File: src/rtl/mem_stage.sv
// Memory-access stage between EX and WB.
// Issues loads and stores to the dcache, aligns and extends load data, and handles LL.W/SC.W
// and misaligned-address exceptions. A combinational view of the instruction goes to ctrl.
module mem_stage #(
  parameter int unsigned ALE_SLOT  = 1,
  parameter logic [6:0]  ALE_CAUSE = 7'h09
) (
  input  logic         clk,
  input  logic         rst,
  input  logic         flush,
  input  logic         ex_valid,
  input  logic [220:0] ex_mem_i,
  input  logic         llbit,
  output logic         dc_req_valid,
  input  logic         dc_req_ready,
  output logic         dc_req_we,
  output logic [31:0]  dc_req_addr,
  output logic [3:0]   dc_req_wstrb,
  output logic [31:0]  dc_req_wdata,
  input  logic         dc_resp_valid,
  input  logic [31:0]  dc_resp_rdata,
  output logic         pause_mem,
  output logic         wb_valid,
  output logic [118:0] mem_wb_o,
  output logic [105:0] mem_ctrl_o
);

  typedef struct packed {
    logic [31:0]     pc;
    logic [7:0]      aluop;
    logic            reg_write_en;
    logic [4:0]      reg_write_addr;
    logic [31:0]     reg_write_data;
    logic [31:0]     mem_addr;
    logic [31:0]     store_data;
    logic            csr_write_en;
    logic [13:0]     csr_addr;
    logic [31:0]     csr_write_data;
    logic [3:0]      is_exception;
    logic [3:0][6:0] exception_cause;
  } ex_mem_t;

  typedef struct packed {
    logic [31:0] pc;
    logic        reg_write_en;
    logic [4:0]  reg_write_addr;
    logic [31:0] reg_write_data;
    logic        csr_write_en;
    logic [13:0] csr_addr;
    logic [31:0] csr_write_data;
    logic        llbit_write_en;
    logic        llbit_write_data;
  } mem_wb_t;

  typedef struct packed {
    logic [31:0]     pc;
    logic [7:0]      aluop;
    logic [3:0]      is_exception;
    logic [3:0][6:0] exception_cause;
    logic [31:0]     exception_addr;
    logic            is_ertn;
    logic            pause_mem;
  } mem_ctrl_t;

  typedef enum logic [1:0] {StIdle, StReq, StWait, StDrain} state_e;

  localparam logic [7:0] OpLdB  = 8'h20;
  localparam logic [7:0] OpLdH  = 8'h21;
  localparam logic [7:0] OpLdW  = 8'h22;
  localparam logic [7:0] OpStB  = 8'h23;
  localparam logic [7:0] OpStH  = 8'h24;
  localparam logic [7:0] OpStW  = 8'h25;
  localparam logic [7:0] OpLdBu = 8'h26;
  localparam logic [7:0] OpLdHu = 8'h27;
  localparam logic [7:0] OpLlW  = 8'h28;
  localparam logic [7:0] OpScW  = 8'h29;
  localparam logic [7:0] OpErtn = 8'h2A;

  localparam logic [1:0] AleIdx = ALE_SLOT[1:0];

  ex_mem_t         ex;
  mem_wb_t         wb_q;
  mem_wb_t         wb_next;
  mem_ctrl_t       ctrl;
  state_e          state;

  logic            op_byte, op_half, op_word;
  logic            is_ll, is_sc, is_load, is_store, is_mem;
  logic            is_wr_op, ale, exc_any, needs_dc;
  logic [3:0]      exc_vec;
  logic [3:0][6:0] cause_vec;
  logic [7:0]      ld_byte;
  logic [15:0]     ld_half;
  logic [31:0]     ld_data;

  assign ex         = ex_mem_i;
  assign mem_wb_o   = wb_q;
  assign mem_ctrl_o = ctrl;

  // Opcode decode
  assign op_byte  = (ex.aluop == OpLdB) | (ex.aluop == OpStB) | (ex.aluop == OpLdBu);
  assign op_half  = (ex.aluop == OpLdH) | (ex.aluop == OpStH) | (ex.aluop == OpLdHu);
  assign op_word  = (ex.aluop == OpLdW) | (ex.aluop == OpStW);
  assign is_ll    = (ex.aluop == OpLlW);
  assign is_sc    = (ex.aluop == OpScW);
  assign is_load  = (ex.aluop == OpLdB) | (ex.aluop == OpLdH) | (ex.aluop == OpLdW) |
                    (ex.aluop == OpLdBu) | (ex.aluop == OpLdHu) | is_ll;
  assign is_store = (ex.aluop == OpStB) | (ex.aluop == OpStH) | (ex.aluop == OpStW);
  assign is_mem   = is_load | is_store | is_sc;
  // Ops that finish as soon as the dcache accepts the request
  assign is_wr_op = is_store | is_sc;

  assign ale = (op_half & ex.mem_addr[0]) |
               ((op_word | is_ll | is_sc) & (ex.mem_addr[1:0] != 2'b00));

  // Merge the misaligned-address exception into the incoming exception vector
  always_comb begin
    exc_vec   = ex.is_exception;
    cause_vec = ex.exception_cause;
    if (ale) begin
      exc_vec[AleIdx]   = 1'b1;
      cause_vec[AleIdx] = ALE_CAUSE;
    end
  end

  assign exc_any  = |exc_vec;
  // SC.W without a valid reservation never touches memory
  assign needs_dc = ex_valid & is_mem & ~exc_any & ~(is_sc & ~llbit);

  // Load alignment and extension
  always_comb begin
    ld_byte = dc_resp_rdata[{ex.mem_addr[1:0], 3'b000} +: 8];
    ld_half = dc_resp_rdata[{ex.mem_addr[1], 4'b0000} +: 16];
    ld_data = dc_resp_rdata;
    if (ex.aluop == OpLdB) begin
      ld_data = {{24{ld_byte[7]}}, ld_byte};
    end else if (ex.aluop == OpLdBu) begin
      ld_data = {24'b0, ld_byte};
    end else if (ex.aluop == OpLdH) begin
      ld_data = {{16{ld_half[15]}}, ld_half};
    end else if (ex.aluop == OpLdHu) begin
      ld_data = {16'b0, ld_half};
    end
  end

  // Dcache request: store data is replicated so the strobes select the lane
  always_comb begin
    dc_req_valid = (state == StReq) & ~flush;
    dc_req_we    = is_wr_op;
    dc_req_addr  = ex.mem_addr;
    dc_req_wstrb = 4'b0000;
    dc_req_wdata = ex.store_data;
    if (is_wr_op) begin
      if (op_byte) begin
        dc_req_wstrb = 4'b0001 << ex.mem_addr[1:0];
        dc_req_wdata = {4{ex.store_data[7:0]}};
      end else if (op_half) begin
        dc_req_wstrb = 4'b0011 << {ex.mem_addr[1], 1'b0};
        dc_req_wdata = {2{ex.store_data[15:0]}};
      end else begin
        dc_req_wstrb = 4'hF;
      end
    end
  end

  // Writeback bundle for the current instruction; enables are killed on any exception
  always_comb begin
    wb_next                  = '0;
    wb_next.pc               = ex.pc;
    wb_next.reg_write_en     = ex.reg_write_en;
    wb_next.reg_write_addr   = ex.reg_write_addr;
    wb_next.reg_write_data   = ex.reg_write_data;
    wb_next.csr_write_en     = ex.csr_write_en;
    wb_next.csr_addr         = ex.csr_addr;
    wb_next.csr_write_data   = ex.csr_write_data;
    if (is_load) begin
      wb_next.reg_write_data = ld_data;
    end
    if (is_ll) begin
      wb_next.llbit_write_en   = 1'b1;
      wb_next.llbit_write_data = 1'b1;
    end
    if (is_sc) begin
      wb_next.reg_write_data   = {31'b0, llbit};
      wb_next.llbit_write_en   = llbit;
      wb_next.llbit_write_data = 1'b0;
    end
    if (exc_any) begin
      wb_next.reg_write_en   = 1'b0;
      wb_next.csr_write_en   = 1'b0;
      wb_next.llbit_write_en = 1'b0;
    end
  end

  // Stall EX whenever the held instruction still needs this stage
  always_comb begin
    pause_mem = 1'b0;
    unique case (state)
      StIdle:  pause_mem = needs_dc & ~flush;
      StReq:   pause_mem = ~flush & ~(dc_req_ready & is_wr_op);
      StWait:  pause_mem = ~dc_resp_valid;
      StDrain: pause_mem = ex_valid & is_mem;
      default: pause_mem = 1'b0;
    endcase
  end

  // Instruction view for exception/ertn arbitration in ctrl
  always_comb begin
    ctrl = '0;
    if (ex_valid) begin
      ctrl.pc              = ex.pc;
      ctrl.aluop           = ex.aluop;
      ctrl.is_exception    = exc_vec;
      ctrl.exception_cause = cause_vec;
      ctrl.exception_addr  = ex.mem_addr;
      ctrl.is_ertn         = (ex.aluop == OpErtn);
      ctrl.pause_mem       = pause_mem;
    end
  end

  // Stage FSM with registered writeback
  always_ff @(posedge clk) begin
    if (rst) begin
      state    <= StIdle;
      wb_valid <= 1'b0;
      wb_q     <= '0;
    end else begin
      wb_valid <= 1'b0;
      unique case (state)
        StIdle: begin
          if (ex_valid && !flush) begin
            if (needs_dc) begin
              state <= StReq;
            end else begin
              wb_valid <= 1'b1;
              wb_q     <= wb_next;
            end
          end
        end
        StReq: begin
          if (flush) begin
            state <= StIdle;
          end else if (dc_req_ready) begin
            if (is_wr_op) begin
              wb_valid <= 1'b1;
              wb_q     <= wb_next;
              state    <= StIdle;
            end else begin
              state <= StWait;
            end
          end
        end
        StWait: begin
          // A response coinciding with flush belongs to the killed load: drop it here
          if (dc_resp_valid) begin
            state <= StIdle;
            if (!flush) begin
              wb_valid <= 1'b1;
              wb_q     <= wb_next;
            end
          end else if (flush) begin
            state <= StDrain;
          end
        end
        StDrain: begin
          if (dc_resp_valid) begin
            state <= StIdle;
          end
          // Non-memory ops are not stalled here, so they must retire
          if (ex_valid && !flush && !is_mem) begin
            wb_valid <= 1'b1;
            wb_q     <= wb_next;
          end
        end
        default: state <= StIdle;
      endcase
    end
  end

endmodule

File: config.mk
export PLATFORM = sky130hd
export DESIGN_NAME = mem_stage
export DESIGN_NICKNAME = d
export VERILOG_FILES = /design/src/rtl/mem_stage.sv
export SDC_FILE = /design/constraint.sdc
export NUM_CORES = 1
export LEC_CHECK = 0
export ABC_AREA = 1
export ABC_CLOCK_PERIOD_IN_PS = 1800
export BUFFER_PORTS_ARGS = -buffer_cell sky130_fd_sc_hd__buf_2
export CORE_AREA = 2 2 218 220
export CTS_CLUSTER_SIZE = 12
export DETAILED_ROUTE_END_ITERATION = 8
export DIE_AREA = 0 0 220 222
export RECOVER_POWER = 100
export SLEW_MARGIN = 20
export SYNTH_ARGS = -nofsm -noshare
export SYNTH_HDL_FRONTEND = slang
export SYNTH_SLANG_ARGS = --single-unit
File: constraint.sdc
create_clock -name clk -period 1.8 [get_ports clk]
set_input_delay 0.09 -clock clk [delete_from_list [all_inputs] [get_ports clk]]
set_output_delay 0.09 -clock clk [all_outputs]
set_load 0.03 [all_outputs]
-- After elaboration in Yosys (flattened, before gate mapping)
Cells that the tools add are included.
- bits in registers: 122
- output and inout bits: 297
- equality and inequality tests: 26
- shift-type cells: 4
- multiplexer cells: 48
- bitwise gates (word level): 34
- reductions and logical operators: 9
- operators by type and width (kind ; count):
    2-to-1 mux 119 bit ; 8
    one-hot mux 119 bit (4 select lines) ; 1
    2-to-1 mux 32 bit ; 9
    2-to-1 mux 106 bit ; 1
    == test 8 x 6 -> 1 bit, second input constant ; 11
    variable part select 32 x 6 -> 16 bit ; 1
    variable part select 32 x 6 -> 8 bit ; 1
    2-to-1 mux 2 bit ; 10
    inequality test 2 bit, second input constant ; 10
    OR 1 bit ; 18
    2-to-1 mux 1 bit ; 12
    2-to-1 mux 4 bit ; 3
    bitwise AND 1 bit ; 10
    one-hot mux 1 bit (4 select lines) ; 2
    one-hot mux 2 bit (4 select lines) ; 1
    AND reduction 8 bit ; 1
    2-to-1 mux 7 bit ; 1
    inequality test 3 bit, second input constant ; 2
    NOT 1 bit ; 6
    AND reduction 5 bit ; 1
    == test 2 bit, second input constant ; 2
    OR reduction 4 bit ; 1
    left shift 1 x 2 -> 4 bit, first input constant ; 1
    left shift 2 x 2 -> 4 bit, first input constant ; 1
    5 further kinds ; 7

-- Depth between registers and ports, before layout
Gate-level depths: netlist (run 1).
- depth in word-level cells: 14
- mapped depth: 17

-- Worst setup path after synthesis (run 1)
Ideal clock, no wire load.
- path type: input to register
- start: input port ex_mem_i[188]
- end: register wb_q (netlist bit mem_wb_o[63])
- setup time: 115 ps
- arrival: 1609 ps
- data required time: 1685 ps
- setup slack: 76 ps
- stages on the path: 15
- path buffers: 1
- cell sequence: inv_1 -> nand2_2 -> nor2_4 -> nand3_1 -> nand2_2 -> inv_2 -> nand2_2 -> clkinv_2 -> nor2_1 -> buf_2 -> o21ai_0 -> nand2_1 -> nand3_1 -> nand2_1 -> nor2_1
- cells in the longest elaborated chain, start to end: 13
- RTL lines (item ; RTL line ; RTL):
    from (decl) ; 12 ; input logic [220:0] ex_mem_i,
    == test 8 x 6 -> 1 bit (on tied branches) ; n/a ;
    OR 1 bit (on tied branches) ; 106, 103 ;
    OR 1 bit (on tied branches) (2 in a row) ; 106, 114 ;
    OR 1 bit / bitwise AND 1 bit (equally long branches) ; 107, 114 ;
    OR 1 bit (on tied branches) ; 107, 113 ;
    OR 1 bit / 2-to-1 mux 1 bit (equally long branches) ; 109, 120 ;
    OR 1 bit / OR reduction 4 bit (equally long branches) ; 109, 126 ;
    bitwise AND 1 bit / NOT 1 bit (equally long branches) ; 128 ; assign needs_dc = ex_valid & is_mem & ~exc_any & ~(is_sc & ~llbit);
    bitwise AND 1 bit (2 in a row) ; 128 ;
    inequality test 2 bit (no source line) ; n/a ;
    AND reduction 8 bit (no source line) ; n/a ;
    to (signal assigned) ; 236 ; wb_q <= wb_next;
    to (signal assigned) ; 246 ; wb_q <= wb_next;
    to (signal assigned) ; 259 ; wb_q <= wb_next;
    to (decl) ; 82 ; mem_wb_t wb_q;
Several ways; a longest one is shown, not always the timed one. The select of a mux whose other input is x is not followed.
A chain may end at the register's enable or synchronous reset.

-- Final worst setup path (run 1)
- start: input port ex_mem_i[188]
- end: output port mem_ctrl_o[0]
- cells in the longest elaborated chain, start to end: 14
- RTL lines (item ; RTL line ; RTL):
    == test 8 x 6 -> 1 bit (on tied branches) ; n/a ;
    OR 1 bit (on tied branches) ; 106, 103 ;
    OR 1 bit (on tied branches) (2 in a row) ; 106, 114 ;
    OR 1 bit / bitwise AND 1 bit (equally long branches) ; 107, 114 ;
    OR 1 bit (on tied branches) ; 107, 113 ;
    OR 1 bit / 2-to-1 mux 1 bit (equally long branches) ; 109, 120 ;
    OR 1 bit / OR reduction 4 bit (equally long branches) ; 109, 126 ;
    bitwise AND 1 bit / NOT 1 bit (equally long branches) ; 128, 202 ;
    bitwise AND 1 bit (2 in a row) ; 128 ;
    bitwise AND 1 bit ; 199 ; StIdle: pause_mem = needs_dc & ~flush;
    one-hot mux 1 bit (4 select lines) (*) ; 198 ; unique case (state)
    2-to-1 mux 106 bit (*) ; 210 ; if (ex_valid) begin
    to (decl) ; 25 ; output logic [105:0] mem_ctrl_o
Mark *: on every way between the ends. The rest lies on a longest branch, timed or not.

==> results.json, run 1 <==
{
  "die_w_um": 220,
  "antenna_left": 0,
  "rr_startpoint": "state[0]",
  "async_reset_ff_share_pct": 0,
  "clockBufferDepth": 2,
  "fin_area_um2": 13780,
  "cts_buffers": 17,
  "reg2reg_slack_ns": 0.02,
  "outcome": "finished, violations left",
  "min_period_ns": 1.844,
  "synth_top_cells_by_count": "nand2_1, inv_1, nor2_1",
  "fin_nets": 2344,
  "min_to": "mem_wb_o[65]",
  "min_path_type": "input pin to flip-flop",
  "start_util_pct": 17.50,
  "fin_skew_ns": 0.01180,
  "syn_inst": 1430,
  "synth_nets": 1690,
  "slew_violations": 0,
  "leakage_uw": 0.007706,
  "finalWirelength_mm": 39.46,
  "synth_cell_types": 33,
  "path_common_cell": "nand2_2",
  "dieArea_um2": 48840,
  "detail_route.wl_per_cell_um": 14.59,
  "via_per_inst": 4.077,
  "netlist_area_um2": 8097,
  "synth-edff-count": 0,
  "worst_slew_pin_slew_ns": 0.6632,
  "grt_pass1_wl_mm": 56.14,
  "fin_ws_ns": -0.04363,
  "worst-setup-path-type": "input pin to output port",
  "clockRootBuffer": "clkbuf_16",
  "overflow": 0,
  "drv_cap": 0,
  "drive_gt1_share_pct": 27.94,
  "syn_avg_cell_area_um2": 5.662,
  "clock_latency_ns": 0.48,
  "synth.top_cells.by_area": "dfxtp_1, nand2_1, inv_1",
  "max_stage_delay_ns": 0.18,
  "die_h_um": 222,
  "violations": "negative setup slack",
  "fmax_mhz": 542.4,
  "startpoint_type": "input pin",
  "io_buffers": 556,
  "cp_max_fo": 7,
  "powerDensity_nw_per_um2": 754.1,
  "rows": 79,
  "synth_seq_cells": 122,
  "yosysMostFrequentCell": "nand2_1",
  "core_region_area_um2": 46260,
  "crit_required_ns": 1.71,
  "crit_slowest_cell": "a21oi_2",
  "setup_viol": 2,
  "synth_top_area_share_pct": 30.17,
  "grt_max_degree": 58,
  "clock_sinks": 122,
  "rsz0062_at_grt": "true",
  "track_usage_pct": 15.15,
  "syn_to_final_growth_pct": 70.25,
  "cp.arrival_ns": 1.75,
  "antenna_found_initial": 3,
  "post-route-period-util_pct": 102.4,
  "whs_ns": 0.07051,
  "ys_warn_count": 0,
  "placed_cell_area_um2": 11790,
  "critPathCaptureType": "output port",
  "relSlewSlack_pct": 55.79,
  "worstRegToRegCells": 11,
  "place_congestion": 0.9353,
  "placed_cells": 2561,
  "ioPinCount": 557,
  "grt_pass1_vias": 10016,
  "vias": 11027,
  "drt_iter0_markers": 776,
  "cts.clk_slew.worst_paths_ns": 0.06,
  "finalHoldViolCount": 0,
  "hp-start": "ex_mem_i[159]",
  "htreeDepth": 4,
  "final_cell_count_no_fill": 2705,
  "dp_slack_ns": -0.5088,
  "yosysSeqAreaShare_pct": 30.17,
  "drc": 0,
  "fin_tns_setup_ns": -0.06643,
  "n_fill_cell": 5239,
  "tritoncts": "yes",
  "drtPass1Iterations": 5,
  "dpl.hpwl_mm": 29.51,
  "timing.rr.end": "mem_wb_o[84]",
  "path_cells": "buf_6 > inv_2 > nand2_2 > nor2_4 > buf_12 > buf_12 > nand2_4 > nand3_2 > nand2_2 > nand4_1 > buf_6 > nor2_4 > nand2_1 > nand2_2 > nand2_2 > a21oi_2 > buf_6",
  "synth_largest_area_cell": "dfxtp_1",
  "synth-main-ff-cell": "dfxtp_1",
  "irDropWorstVdd_uv": 833.7,
  "hold_path_depth": 6
}
==> layout make-up <==
type	instances	area (µm²)	share of cell area, %
diodes	1	2.502	0.01815
repair buffers	751	4690	34.02
inverters	269	1016	7.370
clock inverters	12	112.6	0.8169
clock buffers	20	466.7	3.386
well taps	607	759.5	5.510
multi-input cells	923	4288	31.11
flip-flops and latches	122	2450	17.77
==> worst max-delay path, delay by kind of cell <==
family	cells	cell delay [ns]
AOI/OAI and AO/OA	1	0.18
buffers and inverters	6	0.68
and+or+nand+nor	10	0.78
==> timing repair <==
item | 4_1_cts | 5_1_grt
cloned | 0 | 11
endpoints found under the hold margin | 87 | 0
pin swaps | 13 | 28
setup buffers | 8 | 8
setup endpoints to repair | 48 | 121
resized for setup | 50 | 105
hold buffers | 87 | 0
==> how the worst max path moves through the flow <==
| stage | to | startpoint | slack [ns] |
|---|---|---|---|
| after floorplan | mem_wb_o[63] | ex_mem_i[188] | 0.08 |
| after global placement | mem_wb_o[4] | ex_mem_i[184] | -0.45 |
| after detailed placement | mem_wb_o[26] | ex_mem_i[184] | -0.51 |
| after CTS | mem_ctrl_o[0] | ex_mem_i[187] | -0.04 |
| after global routing | mem_ctrl_o[0] | state[0] | -0.13 |
| final | mem_ctrl_o[0] | ex_mem_i[188] | -0.04 |
==> metrics by stage <==
stage	util, %	total power [µW]
6_report	29.80	10390
2_1_floorplan	-	5332
3_3_place_gp	25.48	6533
5_1_grt	29.79	10960
3_5_place_dp	25.48	6534
4_1_cts	29.18	10330
==> layout by cell type, fill, tap and decap left out, drive strengths merged, types with 8 or more instances in the layout <==
cell and instances:
a21oi 59, buf 383, clkbuf 301, dfxtp 122
dlygate4sd3 87, inv 271, mux2 8, nand2 436
nand3 63, nor2 247, o211ai 10, o21ai 60
o22ai 13, or2 10
==> layer usage <==
| metal | up-vias | global-route usage [%] | part of all wire [%] |
|---|---|---|---|
| met3 | 77 | 4.829 | 8.2 |
| met4 | 0 | 6.625 | 3.4 |
| li1 | 5534 | - | - |
| met1 | 4910 | 18.44 | 42 |
| met5 | - | 0 | 0 |
| met2 | 506 | 24.33 | 47 |
==> registers in the layout, summed over array words and instances, names as in the netlist <==
name      cells
state         2
wb_valid      1
mem_wb_o    119
==> cells by family (layout without fill, tap and decap cells) <==
kind of cell	count (synthesis)	in the layout	share of synthesized area (%)
flip-flops	122	122	30.17
AND/OR/NAND/NOR	767	767	37.64
buffers and inverters	385	1052	21.20
other	0	1	0
multiplexers	8	8	1.113
AO/OA/AOI/OAI	148	148	9.875
==> report_power, final <==
group | switching (µW) | internal [µW]
clock | 1500 | 2010
combinational | 2430 | 1300
sequential | 160 | 2990
No activity file was read; power rests on OpenSTA's default activity.
==> run 2: changes to the inputs <==
--- a/config.mk
+++ b/config.mk
@@ -6,7 +6,7 @@
 export NUM_CORES = 1
 export LEC_CHECK = 0
 export ABC_AREA = 1
-export ABC_CLOCK_PERIOD_IN_PS = 1800
+export ABC_CLOCK_PERIOD_IN_PS = 2390
 export BUFFER_PORTS_ARGS = -buffer_cell sky130_fd_sc_hd__buf_2
 export CORE_AREA = 2 2 218 220
 export CTS_CLUSTER_SIZE = 12
==> constraint.sdc (replaced) <==
create_clock -name clk -period 2.39 [get_ports clk]
set_input_delay 0.1195 -clock clk [delete_from_list [all_inputs] [get_ports clk]]
set_output_delay 0.1195 -clock clk [all_outputs]
set_load 0.03 [all_outputs]
==> run 2 against run 1 <==
  * Combinational power down 34%
  * Cell count down 2.4%
  * Largest power group is now clock
  * Highest routed layer is now met5
  * Critical endpoint unchanged
  * Design area down 9.9%
  * Critical path type unchanged
  * The run now ends clean
  * Total power down 29%
  * Sequential cell count unchanged
==> results.json, run 2 (synthesis gave the netlist of run 1 again) <==
{
  "slew_violations": 0,
  "clockRootBuffer": "clkbuf_16",
  "cp.arrival_ns": 2.10,
  "drt_iter0_markers": 661,
  "min_path_type": "input pin to flip-flop",
  "io_buffers": 556,
  "grt_pass1_vias": 9918,
  "overflow": 0,
  "place_congestion": 0.9522,
  "cp_max_fo": 7,
  "start_util_pct": 17.50,
  "rows": 79,
  "vias": 10663,
  "syn_to_final_growth_pct": 53.36,
  "drtPass1Iterations": 6,
  "path_common_cell": "nand2_1",
  "final_cell_count_no_fill": 2641,
  "fmax_mhz": 450.4,
  "ioPinCount": 557,
  "clockBufferDepth": 2,
  "post-route-period-util_pct": 92.89,
  "tritoncts": "yes",
  "detail_route.wl_per_cell_um": 14.33,
  "outcome": "complete, no violations",
  "clock_sinks": 122,
  "die_h_um": 222,
  "core_region_area_um2": 46260,
  "leakage_uw": 0.006988,
  "max_stage_delay_ns": 0.26,
  "antenna_found_initial": 3,
  "finalHoldViolCount": 0,
  "powerDensity_nw_per_um2": 594.3,
  "min_period_ns": 2.220,
  "grt_max_degree": 103,
  "path_buf_inv": 5,
  "fin_nets": 2280,
  "dpl.hpwl_mm": 29.05,
  "grt_pass1_wl_mm": 56.24,
  "track_usage_pct": 15.19,
  "relSlewSlack_pct": 57.97,
  "startpoint_type": "input pin",
  "n_fill_cell": 5442,
  "final_common_cell": "nand2_1",
  "fin_skew_ns": 0.01507,
  "dieArea_um2": 48840,
  "critPathCaptureType": "output port",
  "antenna_left": 0,
  "crit_slowest_cell": "clkbuf_2",
  "cts_buffers": 17,
  "finalWirelength_mm": 37.84,
  "clock_latency_ns": 0.47,
  "die_w_um": 220,
  "drv_cap": 0,
  "worst_slew_pin_slew_ns": 0.6304,
  "rsz0062_at_grt": "false",
  "path_cells": "buf_2 > inv_1 > nand2_2 > nor2_4 > buf_12 > nand2_1 > nand3_1 > nand2_1 > nand4_1 > buf_4 > nor2_2 > nand2_1 > nand2_1 > nand2_1 > a21oi_1 > clkbuf_2",
  "via_per_inst": 4.037,
  "cts.clk_slew.worst_paths_ns": 0.06,
  "setup_viol": 0,
  "whs_ns": 0.08296,
  "placed_cells": 2519,
  "crit_required_ns": 2.27,
  "htreeDepth": 4,
  "drive_gt1_share_pct": 18.69,
  "worst-setup-path-type": "input pin to output port",
  "irDropWorstVdd_uv": 492.9,
  "drc": 0,
  "critical_path.top_delay_family": "simple AND/OR/NAND/NOR gates",
  "largest_reg_flops": 119,
  "most-common-layout-cells": "nand2_1, clkbuf_1, buf_2, inv_1, nor2_1"
}
run 2: cell count changes in the layout (fill, tap and decap cells not counted), moves of 23 or more:
cell	before	now
clkbuf_1	239	290
nand2_1	384	427
buf_4	69	30
nand2_2	40	7
nor2_1	214	243
clkbuf_2	32	6
nor2_2	26	3
run 2: layout make-up:
cell class | instances | area [µm²] | share of cell area, %
repair buffers | 687 | 3694 | 29.75
diodes | 1 | 2.502 | 0.02015
inverters | 269 | 1013 | 8.162
well taps | 607 | 759.5 | 6.116
clock inverters | 13 | 111.4 | 0.8968
multi-input cells | 923 | 3941 | 31.74
clock buffers | 19 | 452.9 | 3.648
flip-flops and latches | 122 | 2442 | 19.67
run 2: worst reg2reg max path, cell delays in order (launching register included):
cell and delay, ns:
dfxtp_1 0.39, inv_1 0.08, nand2_1 0.08, nor2_1 0.06, a211oi_1 0.20, nand2_1 0.09
a21oi_1 0.39, nand2_4 0.10, buf_12 0.17, buf_2 0.29, nor2_1 0.14, nor2_1 0.06
run 2: metrics by stage:
| step | setup TNS (ns) | utilization (%) | total power (µW) | area (µm²) | setup WS, ns |
|---|---|---|---|---|---|
| floorplan | 0 | - | 4016 | 8097 | 0.6334 |
| global placement | 0 | 24.66 | 4877 | 11410 | 0.04784 |
| detailed placement | -0.01375 | 24.66 | 4876 | 11410 | -0.009091 |
| CTS | 0 | 27.76 | 7625 | 12840 | 0.06991 |
| global route | 0 | 26.84 | 7823 | 12410 | 0.02299 |
| finish | 0 | 26.84 | 7379 | 12420 | 0.1699 |
run 2: worst paths after layout:
path                       from       endpoint  slack [ns]  cells past startpoint
setup / recovery  ex_mem_i[188]  mem_ctrl_o[0]        0.17                     16
hold / removal            flush       state[1]        0.08                      4
setup reg to reg       state[1]   mem_wb_o[81]        0.24                     11
hold reg to reg    mem_wb_o[54]   mem_wb_o[54]        0.49                      2
run 2: power by group:
| part | internal [µW] | switching [µW] |
|---|---|---|
| combinational | 743 | 1710 |
| clock | 1400 | 1150 |
| sequential | 2250 | 120 |
| total | 4400 | 2980 |
run 2: layer usage:
metal	GRT usage [%]	part of all wire, %	wire, µm	up-vias
met3	4.431	7.8	2945	64
met1	18.30	42	15760	4734
met4	5.542	2.7	1012	2
met5	0	0.024	9	-
li1	-	-	-	5409
met2	25.44	48	18110	454
run 2: what timing repair did:
action | in CTS | in global routing
hold buffers | 87 | 0
setup buffers | 0 | 2
setup endpoints to repair | 0 | 1
resized for setup | 0 | 1
endpoints found under the hold margin | 88 | 0
